### config.mk
export PLATFORM = sky130hd
export DESIGN_NAME = seg7_scan
export DESIGN_NICKNAME = d
export VERILOG_FILES = /design/src/rtl/seg7_pkg.sv /design/src/rtl/seg7_dec.sv /design/src/rtl/seg7_scan.sv
export SDC_FILE = /design/constraint.sdc
export NUM_CORES = 1
export LEC_CHECK = 0
export ABC_AREA = 1
export CORE_MARGIN = 2
export CORE_UTILIZATION = 27
export DETAILED_ROUTE_END_ITERATION = 16
export GPL_TIMING_DRIVEN = 0
export HOLD_SLACK_MARGIN = 0.08
export PLACE_DENSITY = 0.57
export REMOVE_ABC_BUFFERS = 1
export SLEW_MARGIN = 20
export SYNTH_ARGS = -nofsm -noshare
export SYNTH_HDL_FRONTEND = slang
export SYNTH_SLANG_ARGS = --single-unit
### constraint.sdc
create_clock -name clk -period 6 [get_ports clk]
set_input_delay 0.9 -clock clk [delete_from_list [all_inputs] [get_ports clk]]
set_output_delay 0.9 -clock clk [all_outputs]
set_load 0.005 [all_outputs]
### src/rtl/seg7_pkg.sv
// Shared definitions for the seg7 display slice: the BCD digit type,
// the active-high segment table (a = bit 0) and the all-off / dash codes.
package seg7_pkg;

    typedef logic [3:0] bcd_t;

    localparam logic [7:0] SEG_OFF  = 8'h00;
    localparam logic [7:0] SEG_DASH = 8'h40;

    // Codes 10..15 are not valid BCD and show a dash.
    localparam logic [6:0] SEG_TABLE [16] = '{
        7'h3F, 7'h06, 7'h5B, 7'h4F, 7'h66,
        7'h6D, 7'h7D, 7'h07, 7'h7F, 7'h6F,
        7'h40, 7'h40, 7'h40, 7'h40, 7'h40, 7'h40
    };

endpackage

### src/rtl/seg7_dec.sv
// Combinational BCD-plus-decimal-point to 8-bit active-high segment decoder.
// Bits 6:0 are segments a..g, bit 7 is the decimal point.
module seg7_dec
    import seg7_pkg::*;
(
    input  bcd_t       bcd,
    input  logic       dp,
    output logic [7:0] seg
);

    assign seg = {dp, SEG_TABLE[bcd]};

endmodule

### src/rtl/seg7_scan.sv
// Time-multiplexed 7-segment display driver with double-buffered capture.
// A strobe loads the shadow buffer; the shadow is promoted to the display
// buffer only at the scan wrap, so a frame is never torn.
// Optional feature: define SEG7_LZB_EN to enable leading-zero blanking.
module seg7_scan
    import seg7_pkg::*;
#(
    parameter int DIGITS     = 4,
    parameter int SCAN_DIV   = 1000,
    parameter int ACTIVE_LOW = 0
) (
    input  logic                  clk,
    input  logic                  rst,
    input  logic [4*DIGITS-1:0]   bcd_in,
    input  logic [DIGITS-1:0]     dp_in,
    input  logic                  bcd_vld,
    output logic [7:0]            seg,
    output logic [DIGITS-1:0]     an,
    output logic                  frame
);

    localparam int PW = (SCAN_DIV > 1) ? $clog2(SCAN_DIV) : 1;
    localparam int IW = (DIGITS > 1) ? $clog2(DIGITS) : 1;

    // XOR masks applied at the output registers; they double as the
    // all-off reset values for either display polarity.
    localparam logic [7:0]        SEG_POL = (ACTIVE_LOW != 0) ? 8'hFF : 8'h00;
    localparam logic [DIGITS-1:0] AN_POL  = (ACTIVE_LOW != 0) ? {DIGITS{1'b1}} : {DIGITS{1'b0}};

    logic [PW-1:0]       pcnt;
    logic [IW-1:0]       idx;
    logic                tick;
    logic                wrap;
    logic [4*DIGITS-1:0] shadow_bcd;
    logic [DIGITS-1:0]   shadow_dp;
    logic                pend;
    logic [4*DIGITS-1:0] disp_bcd;
    logic [DIGITS-1:0]   disp_dp;
    bcd_t                cur_bcd;
    logic                cur_dp;
    logic [7:0]          dec_seg;
    logic                lzb_blank;
    logic [7:0]          seg_next;
    logic [DIGITS-1:0]   an_next;

    assign tick = (pcnt == PW'(SCAN_DIV - 1));
    assign wrap = tick && (idx == IW'(DIGITS - 1));

    // Slot prescaler and scan index; the index steps once per slot.
    always_ff @(posedge clk or posedge rst) begin
        if (rst) begin
            pcnt <= '0;
            idx  <= '0;
        end else if (tick) begin
            pcnt <= '0;
            idx  <= (idx == IW'(DIGITS - 1)) ? '0 : idx + IW'(1);
        end else begin
            pcnt <= pcnt + PW'(1);
        end
    end

    // Shadow capture; a strobe coinciding with the wrap keeps pend set so
    // the new value is promoted at the following wrap.
    always_ff @(posedge clk or posedge rst) begin
        if (rst) begin
            shadow_bcd <= '0;
            shadow_dp  <= '0;
            pend       <= 1'b0;
        end else if (bcd_vld) begin
            shadow_bcd <= bcd_in;
            shadow_dp  <= dp_in;
            pend       <= 1'b1;
        end else if (wrap) begin
            pend       <= 1'b0;
        end
    end

    // Display buffer is only ever replaced at the frame boundary.
    always_ff @(posedge clk or posedge rst) begin
        if (rst) begin
            disp_bcd <= '0;
            disp_dp  <= '0;
        end else if (wrap && pend) begin
            disp_bcd <= shadow_bcd;
            disp_dp  <= shadow_dp;
        end
    end

    // Select the digit currently being scanned.
    always_comb begin
        cur_bcd = disp_bcd[4*idx +: 4];
        cur_dp  = disp_dp[idx];
    end

    seg7_dec u_dec (
        .bcd (cur_bcd),
        .dp  (cur_dp),
        .seg (dec_seg)
    );

`ifdef SEG7_LZB_EN
    logic [DIGITS-1:0] blank_mask;
    logic              above_nz;

    // A digit is blanked when it and every more significant digit are zero;
    // digit 0 always shows. Codes 10..15 are non-zero here.
    always_comb begin
        blank_mask = '0;
        above_nz   = 1'b0;
        for (int i = DIGITS - 1; i > 0; i--) begin
            if (disp_bcd[4*i +: 4] != 4'd0) begin
                above_nz = 1'b1;
            end
            blank_mask[i] = !above_nz;
        end
    end

    assign lzb_blank = blank_mask[idx];
`else
    assign lzb_blank = 1'b0;
`endif

    // Next segment/anode pattern; the first cycle of every slot is dark
    // to hide ghosting while the anode switches.
    always_comb begin
        seg_next = SEG_OFF;
        an_next  = '0;
        if (pcnt != '0) begin
            an_next[idx] = 1'b1;
            if (lzb_blank) begin
                seg_next = {cur_dp, 7'b0};
            end else begin
                seg_next = dec_seg;
            end
        end
    end

    // Registered outputs with polarity applied; frame marks the wrap edge.
    always_ff @(posedge clk or posedge rst) begin
        if (rst) begin
            seg   <= SEG_POL;
            an    <= AN_POL;
            frame <= 1'b0;
        end else begin
            seg   <= seg_next ^ SEG_POL;
            an    <= an_next ^ AN_POL;
            frame <= wrap;
        end
    end

endmodule

---- After elaboration in Yosys (flattened, before gate mapping) ----
Memories as Yosys holds them, arrays and structs flattened.
Index checks and enable logic that the tools add are counted.
W data, S select, Z words.
storage, ports and cells
  memories ................................ 1
  memory bits (writable) .................. 0
  ROM bits ................................ 112
  input bits .............................. 23
  latch bits .............................. 0
  logic and storage cells ................. 37
  bits in registers ....................... 66
  output and inout port bits .............. 13
memory list
  memory            depth  width  read ports  clocked after Yosys merged registers in  write ports  RTL line        RTL
  (name not given)  16     7      1           0                                        0            seg7_dec.sv:11  assign seg = {dp, SEG_TABLE[bcd]};
cells by class
  bitwise logic cells ..................... 1
  div/mod/pow operators ................... 0
  multiply operators ...................... 0
  reductions and logical operators ........ 5
  equal/unequal tests ..................... 2
  shift-type cells ........................ 1
  magnitude comparators ................... 3
  mux-type cells .......................... 12
  add/sub/neg operators ................... 2
operator list
  kind                     number
  $shiftx A16 B5 Y4        1
  $mux W7                  2
  $add A10 B1 Y10 const B  1
  $eq A10 B10 Y1 const B   1
  $mux W10                 1
  $reduce_bool A10 Y1      1
  $mux W8                  1
  $ge A5 B5 Y1 const B     1
  $not A4 Y5               1
  $mux W1                  4
  $mux W4                  1
  $logic_and A1 B1 Y1      3
  $lt A2 B3 Y1 const B     1
  $add A2 B1 Y2 const B    1
  $bmux W1 S2              1
  $demux W1 S2             1
  $eq A2 B2 Y1 const B     1
  $ge A2 B1 Y1 const B     1
  $mux W2                  1
  $reduce_bool A2 Y1       1

---- Logic depth before layout (Yosys ltp) ----
Gate-level depths: netlist of run 1.
  depth after elaboration ................. 6
  gate-level depth with buffers ........... 11
  mapped depth without buffers ............ 10

---- Modules after synthesis ----
A second synthesis of run 1 with hierarchy kept.
unflattened totals
  cells, all modules ...................... 369
  area total of the unflattened synthesis .. 3060.4 µm²
modules (own cells, without submodules)
  module     cells an instance  instances  seq. area each (µm²)  area an instance (µm²)
  seg7_scan  332                1          1651.6                2860.2
  seg7_dec   37                 1          0.0                   200.2

---- Worst setup path after synthesis of run 1 ----
No wires, ideal clock.
  path type ............................... register to register
  start ................................... register idx[0]
  end ..................................... register seg[3]
  setup time .............................. 120 ps
  period minus slack after synthesis ...... 1823 ps
  slack ................................... 4177 ps
  buffers on the path ..................... 1
  required time ........................... 5880 ps
  data arrival time ....................... 1703 ps
  stages on the path, launching flop included .. 11
  cells stage by stage .................... dfrtp_1 -> inv_1 -> buf_2 -> nand2_1 -> a32oi_1 -> inv_1 -> ha_1 -> nand3_1 -> nand2_1 -> nor2_1 -> nor2_1
between the ends
  cells in the longest elaborated chain, start to end .. 6
RTL lines
  element                                      RTL line          RTL
  from (decl)                                  seg7_scan.sv:31   logic [IW-1:0] idx;
  from (signal assigned)                       seg7_scan.sv:56   idx <= (idx == IW'(DIGITS - 1)) ? '0 : idx + IW'(1);
  $shiftx A16 B5 Y4                            seg7_scan.sv:91   cur_bcd = disp_bcd[4*idx +: 4];
  $not A4 Y5 (implied by the code)             seg7_dec.sv:11
  $mem_v2 Z16 W7                               n/a
  $mux W7 (implied by the code) (2 in series)  seg7_dec.sv:11
  $mux W8                                      seg7_scan.sv:128  if (pcnt != '0) begin
  via seg_next[3]                              seg7_scan.sv:43   logic [7:0] seg_next;
  to (signal assigned)                         seg7_scan.sv:145  seg <= seg_next ^ SEG_POL;
  to (decl)                                    seg7_scan.sv:17   output logic [7:0] seg,
The timed path passes the listed nets, and every way through them passes these cells. The select of a mux whose other input is x is not followed.
A chain may end at the register's enable or synchronous reset.

==> summary.md, run 1 <==
| Metric | Value |
|---|---|
| Data arrival, critical path | `2580 ps` |
| Via Count | `2188` |
| Final count of negative-setup-slack endpoints | `0` |
| Part of the power in registers | `45.4%` |
| Die area | `0.01201 mm^2` |
| Post-synth top area share | `54.86%` |
| Clock transition at path regs | `70 ps` |
| Max_cap viols | `0` |
| Setup crit end kind | `flip-flop` |
| Clock power frac | `50.7%` |
| Nets | `430` |
| Via-per-instance ratio | `4.052` |
| Root Buffer | `clkbuf_8` |
| Cts repair resizes | `0` |
| DRC Markers | `0` |
| Psw | `190.7 uW` |
| Period utilization | `39.32%` |
| Data required, critical path | `6220 ps` |
| Crit path launch type | `input port` |
| Total clock sinks | `66` |
| Asr flop ratio synth | `100.0%` |
| Die X | `109.6 um` |
| Met1 WL | `2.763 mm` |
| WL met3 | `285 um` |
| H-tree depth | `3` |
| Final Skew | `9.414 ps` |
| Vias in the first global route | `2201` |
| # IOs | `36` |
| Logic gate share of total power | `3.9%` |
| Antenna violations before repair | `0` |
| Critical path type | `in -> reg` |
| Synth Register Bits | `66` |
| Max FO, Critical Path | `21` |
| Clk_lat worst skew | `340 ps` |
| Sum Neg Setup Slack | `0 ps` |
| Fin. max-slew vios | `0` |
| Cell with the most instances after synthesis | `nand2_1` |
| Drt total wl | `5.561 mm` |
| Yosys cell types | `27` |
| Slew margin rel. | `51.73%` |
| Filler cell count | `1156` |
| Ys flop type | `dfrtp_1` |
| Final hold viol count | `0` |
| GPL Wtd Cong | `0.7734` |
| Slew @ Worst Pin | `721.8 ps` |
| R2R depth | `9` |
| Core area | `0.01084 mm^2` |
| Gr ovfl total | `0` |
| PortBufs | `35` |
| Top post-synthesis cells by area | `dfrtp_1, nand2_1, ha_1` |
| Pin count of the biggest net entering global routing | `44` |
| Maximum buffer depth of the clock tree | `2` |
| Unrepaired setup endpoints after global routing | `false` |
| Hold path depth | `2` |
| Initial DRC Count | `79` |
| Die H | `109.6 um` |
| Router iterations before antenna repair | `4` |
| Yosys top cell by area | `dfrtp_1` |
| Min-delay worst type | `reg -> reg` |
| Starting Density | `27.77%` |
| Antenna-violating nets left | `0` |
| P_int | `828.4 uW` |
| Peak Freq | `0.4239 GHz` |
| Commonest cells post-synth | `nand2_1, dfrtp_1, inv_1` |
| Sw Ratio | `18.71%` |
| Syn Inst Count | `358` |
| Outcome | `finished, final reports clean` |
| CTS tree | `yes` |
| First-pass GRT wire length | `9.756 mm` |
| Layout cell share with drive strength beyond 1 | `6.750%` |
| Wire per inst | `10.30 um` |
| Netlist Area Pre-Place | `0.003010 mm^2` |
| Sequential share of the synthesized area | `54.86%` |
| GR Util All Layers | `10.44%` |
| Diode count | `0` |
| Hold-fix buffers at CTS | `0` |
| Synth warn | `0` |
| Top sig layer | `met4` |
| Tmin final | `2359 ps` |
| Leakage power | `0.001911 uW` |
| Num rows | `38` |
| Non-Filler Instances | `540` |
| Final HPWL DP | `3.880 mm` |
| Inst Count DP | `524` |
| Synth-to-Final Area Change | `25.35%` |
| Met2 wire length | `2.436 mm` |
| Mapped Avg Cell Area | `8.409 um^2` |
| Setup Buffers After CTS | `0` |
| Pwr per Cell Area | `270.0 mW/mm^2` |
| Worst VDD drop | `0.1104 mV` |
| Post-synth EDFFs | `0` |
| CTS Buf Count | `9` |
## flip-flops by register name, indices dropped and copies added (netlist names)
signal,count
disp_bcd,16
shadow_bcd,16
pcnt,10
seg,8
an,4
disp_dp,4
shadow_dp,4
idx,2
frame,1
pend,1
## cell type report
cell class / count / area (um^2) / area share (%)
Sequential cell: 66 / 1652 / 43.77
Multi-Input combinational cell: 252 / 1176 / 31.17
Timing Repair Buffer: 36 / 370.4 / 9.814
Tap cell: 140 / 175.2 / 4.642
Clock buffer: 12 / 165.2 / 4.377
Clock inverter: 4 / 120.1 / 3.183
Inverter: 30 / 115.1 / 3.050
## final timing paths
path                                           startpoint                          to  slack, ps
worst max-delay path                              bcd_vld  shadow_bcd[15]$_DFFE_PP0P_       3640
worst min-delay path            shadow_bcd[7]$_DFFE_PP0P_     disp_bcd[7]$_DFFE_PP0P_        470
worst max register to register         idx[0]$_DFFE_PP0N_            seg[3]$_DFF_PP0_       3650
worst min register to register  shadow_bcd[7]$_DFFE_PP0P_     disp_bcd[7]$_DFFE_PP0P_        470
max in group asynchronous                             rst  shadow_bcd[10]$_DFFE_PP0P_       4610
min in group asynchronous                             rst             an[3]$_DFF_PP0_        870
## power groups by stage
| stage | combinational [uW] | clock (uW) | sequential, uW |
|---|---|---|---|
| 4_1_cts | 41.6 | 531 | 463 |
| 6_report | 39.8 | 516 | 463 |
| 2_1_floorplan | 18.3 | 0 | 470 |
| 3_5_place_dp | 41.5 | 0 | 472 |
| 3_3_place_gp | 38.6 | 0 | 471 |
| 5_1_grt | 46.8 | 544 | 464 |
## cell families after synthesis
group / after synthesis / share of synthesized area, %
AOI/OAI and AO/OA: 19 / 3.450
xor gates and xnor gates: 1 / 0.2910
adders and majority gates: 12 / 4.987
buffers and inverters: 40 / 6.068
DFF: 66 / 54.86
and+or+nand+nor: 220 / 30.34
## metal layers
layer	track usage, %	vias to the layer above
met5	0	-
met4	4.069	0
met3	3.497	7
met2	16.58	37
met1	13.11	972
li1	-	1172
## metrics by stage
stage / hold slack (ps) / utilization, % / power (uW) / setup WS [ps] / instance area, um^2
after CTS: 470.0 / 34.81 / 1035 / 3610 / 3774
after floorplan: 442.2 / - / 488.1 / 3445 / 2940
after detailed placement: 452.9 / 32.18 / 513.1 / 3245 / 3488
final: 465.9 / 34.81 / 1019 / 3641 / 3774
after global placement: 456.3 / 31.97 / 509.8 / 2348 / 3466
after global routing: 489.4 / 34.81 / 1055 / 3301 / 3774
## worst max-delay path, cell delays in order
cell and delay [ps]:
clkdlybuf4s50_1 940, inv_1 500, nand2_1 170, nand2_1 70
## layout by cell type, fill, tap and decap left out
cell / Yosys / layout
inv_4: 0 / 1
o31ai_1: 1 / 1
nand4_1: 1 / 1
ha_1: 12 / 12
a31oi_1: 1 / 1
bufinv_16: 0 / 4
buf_12: 0 / 1
a32oi_1: 1 / 1
nor2_2: 1 / 1
nand3b_1: 2 / 2
inv_1: 29 / 28
clkdlybuf4s50_1: 0 / 35
dfrtp_1: 66 / 66
inv_2: 1 / 1
nor3b_1: 1 / 1
clkbuf_8: 0 / 12
nor3_1: 3 / 3
nand2_1: 165 / 165
nor3_4: 1 / 1
nand2_2: 3 / 3
nand3_1: 13 / 13
a21oi_1: 8 / 8
nor2_4: 2 / 2
nor2_1: 26 / 26
nand3_4: 1 / 1
nor4_1: 1 / 1
o22ai_1: 1 / 1
o21ai_0: 7 / 7
xor2_1: 1 / 1
No activity file was read; power rests on OpenSTA's default activity.
==> run 2: changes to the inputs <==
- PLACE_DENSITY: 0.57 -> 0.58
- clock period: 6 -> 2 ns (I/O delays scaled with it)
==> run 2 against run 1 <==
Net effect: routed wire length up 5.5%; register-to-register slack worse by 3500 ps; final cell count up 0.93%; critical endpoint is now disp_bcd[13]$_DFFE_PP0P_; flip-flop and latch count unchanged; count of clock-buffer cells in the layout down 3; first-iteration DRC count up 14%; non-clock buffer count up 4; largest cell class unchanged; clock power rose to 2.6 times the previous value; sequential power rose to 3.0 times the previous value; critical path depth up 1; total power rose to 2.8 times the previous value; via count up 2.6%.
==> summary.md, run 2 (synthesized netlist as in run 1, its figures left out) <==
| Metric | Value |
|---|---|
| Multi-input gate area | `0.001205 mm^2` |
| Via Count | `2244` |
| Layout cell share with drive strength beyond 1 | `9.136%` |
| # IOs | `36` |
| Inst Count DP | `524` |
| Worst VDD drop | `0.2488 mV` |
| First-pass GRT wire length | `9.798 mm` |
| CTS Buf Count | `9` |
| Min-delay worst type | `in -> async` |
| CTS tree | `yes` |
| R2R depth | `5` |
| Maximum buffer depth of the clock tree | `2` |
| Fin util | `35.05%` |
| Largest regs | `disp_bcd x16, shadow_bcd x16, pcnt x10` |
| Worst r2r src | `pcnt[3]$_DFF_PP0_` |
| Period utilization | `91.01%` |
| Total clock sinks | `66` |
| GR Util All Layers | `10.53%` |
| Hold-fix buffers at CTS | `0` |
| Via-per-instance ratio | `4.117` |
| Die area | `0.01201 mm^2` |
| Post-Place Cell Area | `0.003488 mm^2` |
| Leakage power | `0.001924 uW` |
| Final instance area | `0.003800 mm^2` |
| Tmin final | `1820 ps` |
| GRT met2 Usage | `16.45%` |
| Root Buffer | `clkbuf_8` |
| Final Skew | `7.378 ps` |
| Final HPWL DP | `3.892 mm` |
| Die H | `109.6 um` |
| Vias in the first global route | `2184` |
| Num rows | `38` |
| Max_cap viols | `0` |
| Synth-to-Final Area Change | `26.23%` |
| Drt total wl | `5.869 mm` |
| Worst R2R Setup Slack | `180 ps` |
| Most frequent cells in the layout | `nand2_1, dfrtp_1, clkdlybuf4s50_1` |
| Slew @ Worst Pin | `740.9 ps` |
| Outcome | `finished, final reports clean` |
| Die X | `109.6 um` |
| Fin. max-slew vios | `0` |
| Setup ws final | `179.8 ps` |
| Setup crit end kind | `flip-flop` |
| H-tree depth | `3` |
| Pin count of the biggest net entering global routing | `45` |
| Reg-to-Reg End | `disp_bcd[13]$_DFFE_PP0P_` |
| Clock transition at path regs | `80 ps` |
| Starting Density | `27.77%` |
| Diode count | `0` |
| Core area | `0.01084 mm^2` |
| Final count of negative-setup-slack endpoints | `0` |
| Clk_lat worst skew | `340 ps` |
| Unrepaired setup endpoints after global routing | `false` |
| GPL Wtd Cong | `0.7628` |
| Critical path type | `reg -> reg` |
| GR Layer Usage met3 | `2.312%` |
| Final hold viol count | `0` |
| Pwr per Cell Area | `752.8 mW/mm^2` |
| Antenna violations before repair | `0` |
| DRC Markers | `0` |
| DP Worst Slack | `-337.6 ps` |
| Initial DRC Count | `90` |
| Nets | `435` |
| Crit path launch type | `flip-flop` |
| PortBufs | `35` |
| Wire per inst | `10.77 um` |
| Antenna-violating nets left | `0` |
| Data arrival, critical path | `2100 ps` |
| Filler cell count | `1165` |
| Data required, critical path | `2280 ps` |
| Max FO, Critical Path | `10` |
| Peak Freq | `0.5494 GHz` |
| Gr ovfl total | `0` |
| Slew margin rel. | `50.53%` |
| Most common cell after layout, fill and taps aside | `nand2_1` |
| Sequential cell area | `0.001654 mm^2` |
| Router iterations before antenna repair | `4` |
| Non-Filler Instances | `545` |
| Met1 usage in global routing | `13.70%` |
| Total power | `2860 uW` |
| Busiest grt layer | `met2` |
-- run 2: report_power, final --
part           total (uW)  internal [uW]  switching [uW]
registers            1390           1370            18.4
logic                 119           57.8            61.4
clock network        1350            828             526
-- run 2: metal layers --
| metal | up-vias | share of wire, % |
|---|---|---|
| met5 | - | 0 |
| met4 | 0 | 1.7 |
| met3 | 9 | 4.1 |
| met2 | 41 | 45 |
| met1 | 1012 | 50 |
| li1 | 1182 | - |
-- run 2: stage by stage --
step / TNS [ps] / hold slack [ps]
final: 0 / 267.5
after global routing: 0 / 299.4
after detailed placement: -3953 / 453.9
after floorplan: 0 / 412.4
after global placement: -73140 / 457.0
after CTS: 0 / 264.3
-- run 2: how the worst max path moves through the flow --
stage                  startpoint                   endpoint  slack [ps]  cells past startpoint
6_report        pcnt[3]$_DFF_PP0_   disp_bcd[13]$_DFFE_PP0P_         180                      5
5_1_grt         pcnt[1]$_DFF_PP0_   disp_bcd[10]$_DFFE_PP0P_           8                      7
4_1_cts        idx[0]$_DFFE_PP0N_           seg[3]$_DFF_PP0_           9                      9
3_5_place_dp   idx[0]$_DFFE_PP0N_           seg[3]$_DFF_PP0_        -340                      9
3_3_place_gp                  rst  shadow_bcd[8]$_DFFE_PP0P_       -1060                      2
2_1_floorplan                 rst            an[0]$_DFF_PP0_          50                      1
-- run 2: critical path, stage by stage, from the launching register on --
cell     delay (ps)
dfrtp_1         420
nor2_1          290
nand3_4         220
nor3_2          620
nand2_1         130
nand2_1          90
-- run 2: layout make-up --
type                       count  area share (%)
clock buffer                   9           3.260
timing repair buffer          40           10.60
tap                          140           4.610
multi-input combinational    253           31.71
inverter                      30           3.194
clock inverter                 7           3.095
sequential                    66           43.53
-- run 2: timing repair --
action                     CTS  global route
gates cloned                 0             1
resized for setup            3             5
pin swaps                    0             2
setup endpoints to repair    7            10
setup buffers                0             4
==> run 3: changes to the inputs <==
- CAP_MARGIN: default -> 10
- SLEW_MARGIN: 20 -> 10
- SYNTH_HIERARCHICAL: default -> 1
==> run 3 against run 2 <==
Net effect: routed wire length up 8.5%; count of clock-buffer cells in the layout rose by 1; largest power group is now clock; fmax down 4.6%; final cell count rose by 1.5%; hold slack better by 210 ps; critical path depth rose by 6; synthesized area is 1.7% higher; largest cell class unchanged; first-iteration DRC count grew 41%; non-clock buffer count grew 1; global-route usage grew 0.77 points.
==> summary.md, run 3 <==
| Metric | Value |
|---|---|
| Syn Inst Count | `369` |
| Post-Place Cell Area | `0.003513 mm^2` |
| Gr ovfl total | `0` |
| Asr flop ratio synth | `100.0%` |
| Fin. max-slew vios | `0` |
| First-pass GRT wire length | `11.24 mm` |
| GR Util All Layers | `11.31%` |
| Clock power frac | `56.1%` |
| Die area | `0.01220 mm^2` |
| Worst VDD drop | `0.4738 mV` |
| R2R depth | `11` |
| Sequential share of the synthesized area | `53.97%` |
| Worst Setup SP | `idx[0]$_DFFE_PP0N_` |
| Max_cap viols | `0` |
| Hold path depth | `2` |
| Die H | `110.5 um` |
| Setup crit end kind | `flip-flop` |
| Filler cell count | `1147` |
| Via-per-instance ratio | `4.315` |
| Nets | `443` |
| Period utilization | `95.37%` |
| Most frequent cells in the layout | `nand2_1, dfrtp_1, nor2_1` |
| Slew @ Worst Pin | `801.9 ps` |
| Synth-to-Final Area Change | `30.01%` |
| Drt total wl | `6.370 mm` |
| Starting Density | `27.99%` |
| Hold_sp | `shadow_dp[0]$_DFFE_PP0P_` |
| Pin count of the biggest net entering global routing | `67` |
| Core area | `0.01094 mm^2` |
| CTS Buf Count | `9` |
| Yosys cell types | `23` |
| Psw | `657.0 uW` |
| Wire per inst | `11.52 um` |
| Num rows | `38` |
| Vias in the first global route | `2294` |
| Tmin final | `1907 ps` |
| Sw Ratio | `19.14%` |
| Clk_lat worst skew | `330 ps` |
| WHS | `472.7 ps` |
| Logic gate share of total power | `3.4%` |
| Layout cell share with drive strength beyond 1 | `11.14%` |
| Final hold viol count | `0` |
| Via Count | `2386` |
| PortBufs | `35` |
| Hold endpoint | `shadow_dp[0]$_DFFE_PP0P_` |
| Total clock sinks | `66` |
| Synth Register Bits | `66` |
| Yosys top cell by area | `dfrtp_1` |
| Cell with the most instances after synthesis | `nand2_1` |
| Final instance area | `0.003979 mm^2` |
| Sequential cell area | `0.001655 mm^2` |
| Critical path type | `reg -> reg` |
| Diode count | `0` |
| Synth warn | `6` |
| Part of the power in registers | `40.6%` |
| Reg-to-Reg End | `seg[3]$_DFF_PP0_` |
| Netlist Area Pre-Place | `0.003060 mm^2` |
| Final Skew | `8.961 ps` |
| Slew margin rel. | `46.54%` |
| DRC Markers | `0` |
| Ys flop type | `dfrtp_1` |
| Mapped Avg Cell Area | `8.294 um^2` |
| Clock transition at path regs | `60 ps` |
| Root Buffer | `clkbuf_16` |
| Maximum buffer depth of the clock tree | `2` |
| Crit path launch type | `flip-flop` |
| Data arrival, critical path | `2080 ps` |
| Commonest cells post-synth | `nand2_1, dfrtp_1, nor2_1` |
| Most common cell after layout, fill and taps aside | `nand2_1` |
| Largest regs | `disp_bcd x16, shadow_bcd x16, pcnt x10` |
| Multi-input gate area | `0.001216 mm^2` |
| Min-delay worst type | `reg -> reg` |
| # IOs | `36` |
| Initial DRC Count | `127` |
| P_int | `2776 uW` |
| GPL Wtd Cong | `0.8436` |
| Top post-synthesis cells by area | `dfrtp_1, nand2_1, ha_1` |
| Post-synth top area share | `53.97%` |
| Router iterations before antenna repair | `6` |
| Hold-fix buffers at CTS | `0` |
| Data required, critical path | `2180 ps` |
| Pwr per Cell Area | `862.9 mW/mm^2` |
| Post-synth EDFFs | `0` |
| Worst R2R Setup Slack | `90 ps` |
| Outcome | `finished, final reports clean` |
| H-tree depth | `3` |
| Non-Filler Instances | `553` |
| Final HPWL DP | `3.948 mm` |
| Antenna violations before repair | `0` |
| Final count of negative-setup-slack endpoints | `0` |
| Inst Count DP | `530` |
| CTS tree | `yes` |
| Max FO, Critical Path | `8` |
| Peak Freq | `0.5243 GHz` |
| Worst r2r src | `idx[0]$_DFFE_PP0N_` |
| Antenna-violating nets left | `0` |
| Leakage power | `0.002036 uW` |
| Die X | `110.5 um` |
| Total power | `3433 uW` |
==> run 3: changes by cell type after synthesis, sizes merged, moves of 2 or more <==
| cell | delta |
|---|---|
| a21oi | -4 |
| clkbuf | +5 |
| o21ai | +7 |
| o211ai | +2 |
| nor2 | +11 |
| o22ai | +4 |
| nand2 | -28 |
| inv | +9 |
| nand3b | -2 |
| nand3 | +14 |
==> run 3: logic make-up after synthesis <==
family / after synthesis / synth area share, %
AND/OR/NAND/NOR: 213 / 29.27
adder cells (fa/ha/maj): 12 / 4.906
AO/OA/AOI/OAI: 25 / 4.456
buffers and inverters: 53 / 7.400
flip-flops: 66 / 53.97
==> run 3: worst max-delay path by stage <==
stage / endpoint / slack (ps) / cells past startpoint
2_1_floorplan: an[0]$_DFF_PP0_ / 50 / 1
3_3_place_gp: seg[6]$_DFF_PP0_ / -1040 / 2
3_5_place_dp: seg[3]$_DFF_PP0_ / -320 / 11
4_1_cts: seg[3]$_DFF_PP0_ / 70 / 11
5_1_grt: seg[3]$_DFF_PP0_ / -20 / 11
6_report: seg[3]$_DFF_PP0_ / 90 / 11
==> run 3: repair_timing <==
action / in CTS / in global routing
endpoints found under the setup margin: 27 / 37
setup buffers: 3 / 3
gates cloned: 1 / 0
gates resized for setup: 5 / 8
pin swaps: 1 / 3
==> run 3: final cells by class <==
cell class,instances,area share (%)
Clock buffer,10,5.755
Clock inverter,6,3.459
Inverter,39,3.899
Multi-Input combinational cell,251,30.57
Sequential cell,66,41.60
Tap cell,140,4.403
Timing Repair Buffer,41,10.31
==> run 3: power by group through the flow <==
stage	Clock, uW	Sequential, uW	Combinational, uW
after floorplan	0	1410	55.2
after global placement	0	1410	116
after detailed placement	0	1420	121
after CTS	1970	1390	121
after global routing	2040	1400	137
final	1930	1390	116
==> run 3: through the flow <==
| stage | utilization (%) | setup TNS, ps | worst slack, ps |
|---|---|---|---|
| floorplan | - | 0 | 45.19 |
| global placement | 32.06 | -74570 | -1041 |
| detailed placement | 32.13 | -6963 | -323.7 |
| CTS | 36.02 | 0 | 70.64 |
| global route | 36.38 | -18.55 | -18.55 |
| finish | 36.38 | 0 | 92.63 |
==> run 3: layer usage <==
metal | global-route usage (%) | share of wire (%) | vias up
met5 | 0 | 0 | -
met4 | 4.583 | 2.1 | 0
met3 | 3.128 | 4.7 | 18
met2 | 17.75 | 46 | 61
met1 | 14.76 | 47 | 1083
li1 | - | - | 1224
==> run 3: critical path, stage by stage (launching register included) <==
cell     delay [ps]
dfrtp_2         440
buf_12          150
o21ai_0         250
o22ai_2         160
inv_1           160
ha_1            260
nand2_1          80
nand2_1          60
nand2_1          60
nand2_1          50
inv_1            50
nor2_1           30
